## src/rtl/regfile_pkg.sv

```systemverilog
// Shared constants and types for the scoreboarded register file.
// Optional feature macro: REGFILE_BYPASS_EN (write-to-read forwarding).
package regfile_pkg;

    localparam int DATA_W   = 32;
    localparam int ADDR_W   = 5;
    localparam int NUM_REGS = 1 << ADDR_W;
    localparam int CNT_W    = ADDR_W + 1;

    typedef logic [ADDR_W-1:0] reg_addr_t;
    typedef logic [DATA_W-1:0] reg_data_t;

endpackage

```

## src/rtl/rf_scoreboard.sv

```systemverilog
// Pending-write scoreboard: per-register busy bits, count and issue stall.
// With REGFILE_BYPASS_EN a register written back this cycle is not a hazard.
module rf_scoreboard
    import regfile_pkg::*;
(
    input  logic             clk,
    input  logic             reset,
    input  logic             wr_en,
    input  reg_addr_t        wr_addr,
    input  logic             iss_valid,
    input  logic             iss_wr,
    input  reg_addr_t        iss_dst,
    input  reg_addr_t        rs_addr,
    input  reg_addr_t        rt_addr,
    input  logic             rs_used,
    input  logic             rt_used,
    output logic             stall,
    output logic [CNT_W-1:0] pend_cnt
);

    logic [NUM_REGS-1:0] pending;
    logic                accept;
    logic                set_en;
    logic                inc;
    logic                dec;

    function automatic logic hz(input reg_addr_t a);
        logic h;
        h = pending[a] && (a != '0);
`ifdef REGFILE_BYPASS_EN
        h = h && !(wr_en && (wr_addr == a));
`endif
        return h;
    endfunction

    assign stall = iss_valid &&
                   ((rs_used && hz(rs_addr)) ||
                    (rt_used && hz(rt_addr)) ||
                    (iss_wr  && hz(iss_dst)));

    assign accept = iss_valid && !stall;
    assign set_en = accept && iss_wr && (iss_dst != '0);

    // A same-address set and clear leaves the bit set, so no decrement.
    assign inc = set_en && !pending[iss_dst];
    assign dec = wr_en && pending[wr_addr] &&
                 !(set_en && (iss_dst == wr_addr));

    always_ff @(posedge clk or posedge reset) begin
        if (reset) begin
            pending  <= '0;
            pend_cnt <= '0;
        end else begin
            if (wr_en)
                pending[wr_addr] <= 1'b0;
            if (set_en)
                pending[iss_dst] <= 1'b1;
            pend_cnt <= pend_cnt + CNT_W'(inc) - CNT_W'(dec);
        end
    end

endmodule

```

## src/rtl/reg_file_sb.sv

```systemverilog
// 32-entry register file, two async read ports, one write port, scoreboard.
// Optional feature macro: REGFILE_BYPASS_EN (forward wr_data to reads).
module reg_file_sb
    import regfile_pkg::*;
(
    input  logic             clk,
    input  logic             reset,
    input  reg_addr_t        rs_addr,
    input  reg_addr_t        rt_addr,
    output reg_data_t        rs_data,
    output reg_data_t        rt_data,
    input  logic             wr_en,
    input  reg_addr_t        wr_addr,
    input  reg_data_t        wr_data,
    input  logic             iss_valid,
    input  logic             iss_wr,
    input  reg_addr_t        iss_dst,
    input  logic             rs_used,
    input  logic             rt_used,
    output logic             stall,
    output logic [CNT_W-1:0] pend_cnt
);

    reg_data_t regs [NUM_REGS];

    function automatic reg_data_t rd(input reg_addr_t a);
        reg_data_t d;
        d = regs[a];
`ifdef REGFILE_BYPASS_EN
        if (wr_en && (wr_addr == a))
            d = wr_data;
`endif
        if (a == '0)
            d = '0;
        return d;
    endfunction

    assign rs_data = rd(rs_addr);
    assign rt_data = rd(rt_addr);

    always_ff @(posedge clk or posedge reset) begin
        if (reset) begin
            for (int i = 0; i < NUM_REGS; i++)
                regs[i] <= '0;
        end else if (wr_en && (wr_addr != '0)) begin
            regs[wr_addr] <= wr_data;
        end
    end

    rf_scoreboard u_sb (
        .clk       (clk),
        .reset     (reset),
        .wr_en     (wr_en),
        .wr_addr   (wr_addr),
        .iss_valid (iss_valid),
        .iss_wr    (iss_wr),
        .iss_dst   (iss_dst),
        .rs_addr   (rs_addr),
        .rt_addr   (rt_addr),
        .rs_used   (rs_used),
        .rt_used   (rt_used),
        .stall     (stall),
        .pend_cnt  (pend_cnt)
    );

endmodule

```

## config.mk

```make
export PLATFORM = sky130hd
export DESIGN_NAME = reg_file_sb
export DESIGN_NICKNAME = d
export VERILOG_FILES = /design/src/rtl/regfile_pkg.sv /design/src/rtl/rf_scoreboard.sv /design/src/rtl/reg_file_sb.sv
export SDC_FILE = /design/constraint.sdc
export NUM_CORES = 2
export LEC_CHECK = 0
export ABC_AREA = 0
export CAP_MARGIN = 20
export CORE_MARGIN = 2
export CORE_UTILIZATION = 49
export CTS_CLUSTER_SIZE = 40
export DETAILED_ROUTE_END_ITERATION = 16
export PLACE_DENSITY = 0.77
export SLEW_MARGIN = 15
export SYNTH_ARGS = -nofsm -noshare
export SYNTH_HDL_FRONTEND = slang
export SYNTH_SLANG_ARGS = --single-unit
```

## constraint.sdc

```tcl
create_clock -name clk -period 34.8 [get_ports clk]
set_clock_uncertainty 0.1 [all_clocks]
set_input_delay 3.48 -clock clk [delete_from_list [all_inputs] [get_ports clk]]
set_output_delay 3.48 -clock clk [all_outputs]
set_load 0.02 [all_outputs]
```

# Word-level counts from Yosys, hierarchy flattened
# Index checks and enable logic that the tools add are counted.
# word_totals
regBits,1062
inputBits,59
output_inout_bits,71
elab_cells,107
# op_classes
addsub,2
n_lt_le_gt_ge,10
eq_ne,1
mux,25
bitwise_logic,6
reduce_logical,29
# ops
op,n
1024-bit bitwise mux,1
32-bit binary-select mux with 5-bit select,2
32-bit two-way mux,9
32-bit demux with 5-bit select,1
32-bit bitwise AND,1
32-bit inverter,1
32-bit OR,1
5-bit by 6-bit less-than comparator with 1-bit output (second input constant),4
1-bit binary-select mux with 5-bit select,4
5-bit nonzero test,4
6-bit >= comparator (second input constant),3
1-bit logical AND,18
5-bit inverter with 6-bit output,3
1-bit demux with 5-bit select,2
5-bit by 1-bit >= comparator with 1-bit output (second input constant),2
5-bit zero test,2
6-bit by 1-bit adder with 6-bit output,1
6-bit by 1-bit less-than comparator with 1-bit output (second input constant),1
1-bit two-way mux,6
6-bit by 1-bit subtractor with 6-bit output,1
5-bit equality test,1
1-bit zero test,3
1-bit logical OR,2

# Logic depth before layout (Yosys ltp)
# depth
depth_word,15
depth_mapped,15
depth_no_buf,13

# Cells and area by module
# From an unflattened synthesis, not the netlist that was laid out.
# hier_totals
cells_unflattened,3904
hier_area_um2,57864.2
# modules_own_cells
mod,instances,cells_per_inst,area_each_um2,seq_area_each_um2
reg_file_sb,1,3614,54733.7,25624.6
rf_scoreboard,1,290,3130.5,950.9

# Worst setup path before layout
# OpenSTA, ideal clock, no wires.
# synth_path
path_kind,input-to-output
start,input rs_addr[1]
end,output rs_data[10]
arrival_ns,5.477
required_ns,31.220
setup_slack_ns,25.743
stages,9
path_cell_list,buf_4 buf_2 buf_2 buf_2 buf_4 mux4_2 mux4_2 nand2_1 a21oi_1
# synth_between
elab_chain_len,5
elab_cells_between_ends,6
classes_between,4 x mux; 1 x bitwise; 1 x reduce/logical
# synth_rtl
element,line_no,text
"start, declared",reg_file_sb.sv:8,"input reg_addr_t rs_addr,"
5-bit inverter with 6-bit output (not written as such),reg_file_sb.sv:28,d = regs[a];
32-bit binary-select mux with 5-bit select,reg_file_sb.sv:28,
32-bit two-way mux (not written as such) (2 in series),reg_file_sb.sv:28,
32-bit two-way mux (*),reg_file_sb.sv:33,if (a == '0)
"end, declared",reg_file_sb.sv:10,"output reg_data_t rs_data,"
# Mark *: on every way between the ends. The rest lies on a longest branch, timed or not. The select of a mux whose other input is x is not followed.

# Final worst setup path
# layout_path
start,input rt_addr[0]
end,output rt_data[26]
# layout_between
elab_chain_len,5
elab_cells_between_ends,6
classes_between,4 x mux; 1 x bitwise; 1 x reduce/logical
# layout_rtl
element,line_no,text
"start, declared",reg_file_sb.sv:9,"input reg_addr_t rt_addr,"
5-bit inverter with 6-bit output (not written as such),reg_file_sb.sv:28,
32-bit binary-select mux with 5-bit select,reg_file_sb.sv:28,
32-bit two-way mux (not written as such) (2 in series),reg_file_sb.sv:28,
32-bit two-way mux (*),reg_file_sb.sv:33,
"end, declared",reg_file_sb.sv:11,"output reg_data_t rt_data,"
# Marks and branches as above.

==> impl_metrics.tcl <==
set metrics [dict create \
    status "finished, final reports clean" \
    seq_area_frac_synth_pct 46.7 \
    ios 130 \
    tns_ns 0 \
    clock_latency_ns 0.70 \
    htreeDepth 3 \
    syn_to_final_growth_pct 11.0 \
    port_buffers 129 \
    hp-start "regs[1020]$_DFFE_PP0P_" \
    grt_start_max_net_pins 153 \
    grt_overflow 0 \
    cts_max_path_buffers 3 \
    crit_type "input port to output pin" \
    place_inst 4841 \
    drc 0 \
    endpoint_kind "output pin" \
    antenna_found_initial 5 \
    hpwl_um 82700 \
    cp_max_fo 68 \
    max_stage_delay_ns 0.87 \
    synth_area_leaders "dfrtp_1 47%, mux4_2 26%, mux2_2 20%, clkbuf_1 1.8%, mux2i_1 0.72%" \
    slew-limit-headroom_pct 23.6 \
    setup_violations 0 \
    timing.final.crit_period_ns 12.40 \
    drv_slew 0 \
    synth-async-reset-ratio_pct 100 \
    die_w_um 345 \
    vias_per_cell 6.81 \
    total_power_mw 3.75 \
    drive_above_1_share_pct 55.7 \
    post_cts_buffers 0 \
    path_clk_slew_ns 0.06 \
    stdcell_area_sq_um 63200 \
    synth_seq_cells 1062 \
    syn_area_sq_um 56900 \
    fin_crit_sh_pct 35.6 \
    synth_fp_nets 3606 \
    synth.avg_cell_area_sq_um 16.1 \
    ctsResizeCount 0 \
    crit_family "buffers and inverters" \
    worstMarginPinSlew_ns 1.14 \
    cts_hold_buf 0 \
    ys.flop_type "dfrtp_1" \
    start_util_pct 49.2 \
    setup.worst_path.start_class "input port" \
    fmax_mhz 80.6 \
    wire_per_inst_um 31.1 \
    synth-edff-count 0 \
    stdcell_count 5056 \
    slowest_stage "buf_4" \
    gp_congestion 0.822 \
    placed_area_sq_um 59100 \
    rows 125 \
    rsz0062_at_grt "false" \
    synth_top_area_cell "dfrtp_1" \
    hold_viol_final 0 \
    multiInputGateArea_sq_um 28800 \
    fillCellCount 8987 \
    grt_pass1_vias 35800 \
    num_vias 34400 \
    synth_cell_types 50 \
    first_iter_violations 3552 \
    cts_tree "built" \
    grt_pass1_wl_um 237000 \
    synthCells 3540 \
    synth_top_area_share_pct 46.7 \
    crit_buf_inv 5 \
    ir_drop_mv 0.0468 \
    coreArea_sq_um 116000 \
    cts.sinks 1062 \
    crit_path_cell_trace "buf_8 -> buf_4 -> buf_4 -> buf_4 -> mux4_2 -> mux4_2 -> mux2i_1 -> nor2_1 -> clkdlybuf4s50_1" \
    yosysWarnings 0 \
    hp-class "flip-flop to flip-flop" \
    ant_nets 0 \
    wirelength_um 157000 \
    p_leak_nw 26.7 \
    cp_data_arrival_time_ns 8.82 \
    power.density_nw_per_um2 59.4 \
    cts-root-buf "clkbuf_16" \
    regArea_sq_um 26600 \
    cp.required_ns 31.22 \
    maxCapViolations 0 \
    die_area_sq_um 119000 \
    drt_first_pass_iters 5 \
    rr_startpoint "u_sb.pending[11]$_DFF_PP0_" \
    cts_buffers 111 \
    die_h_um 345 \
    nets 3502 \
    crit_path_start "rt_addr[0]" \
    grt.total_usage_pct 27.0 \
    cpMostUsedCell "buf_4" \
]
-- metrics by stage --
stage / setup slack [ns] / utilization (%) / hold WS [ns]
after detailed placement: 22.30 / 51.1 / 0.282
final: 22.40 / 54.6 / 0.294
after floorplan: 1.33 / - / 0.341
after global placement: 22.33 / 51.1 / 0.276
after global routing: 22.00 / 54.6 / 0.304
after CTS: 22.29 / 54.5 / 0.297
-- final timing paths --
kind	depth (start not counted)	slack (ns)	end
max	9	22.40	rt_data[26]
min	0	0.29	regs[1020]$_DFFE_PP0P_
max reg2reg	13	31.14	u_sb.pend_cnt[4]$_DFF_PP0_
min reg2reg	0	0.29	regs[1020]$_DFFE_PP0P_
max in group asynchronous	5	28.28	regs[451]$_DFFE_PP0P_
min in group asynchronous	2	3.22	u_sb.pend_cnt[5]$_DFF_PP0_
-- report_power, final --
group,leakage [nW],switching [mW],internal [mW]
logic,11.1,0.316,0.514
clock network,1.92,0.518,0.755
registers,13.6,0.176,1.47
-- per-layer routing --
metal	share of wire (%)	GRT usage, %	wire length (um)	vias up
met3	9.7	6.54	15200	287
met5	0.023	0	36	-
met4	2.7	7.30	4220	6
li1	-	-	-	13600
met2	46	41.1	72700	1725
met1	41	39.2	65200	18800
-- worst reg2reg max path: stages (launching register included) --
cell      delay, ns
dfrtp_1        0.43
mux4_2         0.49
mux2_2         0.29
a221oi_1       0.40
a311oi_4       0.07
buf_4          0.29
nor3_1         0.38
ha_1           0.23
inv_1          0.06
fa_1           0.42
inv_1          0.07
a21o_1         0.10
a21oi_1        0.07
xnor2_1        0.13
-- logic make-up (layout without fill, tap and decap cells) --
kind of cell	after synthesis	in the layout	share of synthesized area (%)
XOR/XNOR	5	5	0.0769
multiplexers	1705	1705	46.9
adder cells (fa/ha/maj)	7	7	0.167
AO/OA/AOI/OAI	107	107	1.26
AND/OR/NAND/NOR	227	227	1.82
other	0	1	0
flip-flops	1062	1062	46.7
buffers and inverters	427	418	3.09
-- state kept, by name (all words and copies together) (netlist names) --
signal,cells
u_sb.pend_cnt,6
u_sb.pending,32
regs,1024
-- cell usage in the layout, fill, tap and decap left out, types with 10 or more instances in the layout --
| master | n |
|---|---|
| clkinv_2 | 26 |
| nand2_1 | 86 |
| nand2_4 | 15 |
| bufinv_16 | 16 |
| clkbuf_16 | 113 |
| clkbuf_8 | 19 |
| nor2b_1 | 10 |
| nor2_1 | 36 |
| buf_4 | 56 |
| mux2i_1 | 41 |
| dfrtp_1 | 1062 |
| o21ai_0 | 17 |
| clkdlybuf4s50_1 | 119 |
| a21oi_1 | 36 |
| mux4_2 | 669 |
| mux2_2 | 995 |
| o31ai_1 | 31 |
| nor2_4 | 16 |
| clkbuf_1 | 20 |
| or3_1 | 28 |
| inv_1 | 15 |
-- cells in the mapped netlist (all sizes together), types with 2 or more instances --
| library cell | number |
|---|---|
| buf | 137 |
| o21ai | 18 |
| clkbuf | 271 |
| dfrtp | 1062 |
| xnor2 | 5 |
| nand3 | 8 |
| nand3b | 3 |
| inv | 19 |
| mux4 | 669 |
| a21oi | 36 |
| a221oi | 2 |
| nor3 | 4 |
| ha | 6 |
| nor3b | 4 |
| a32oi | 4 |
| and3 | 2 |
| a21o | 2 |
| a311o | 2 |
| o31ai | 31 |
| mux2 | 995 |
| a22oi | 2 |
| nand2 | 101 |
| nor2 | 52 |
| nor2b | 10 |
| mux2i | 41 |
| or3 | 28 |
| or2 | 4 |
| nand2b | 6 |
-- layout make-up --
type / count / share of cell area [%]
timing repair buffer: 191 / 2.91
tap: 1524 / 3.02
antenna: 1 / 0.00396
clock inverter: 56 / 1.18
clock buffer: 152 / 5.01
multi-input combinational: 2051 / 45.7
inverter: 19 / 0.133
sequential: 1062 / 42.1
Note: power is estimated with default switching activity, not from simulation.
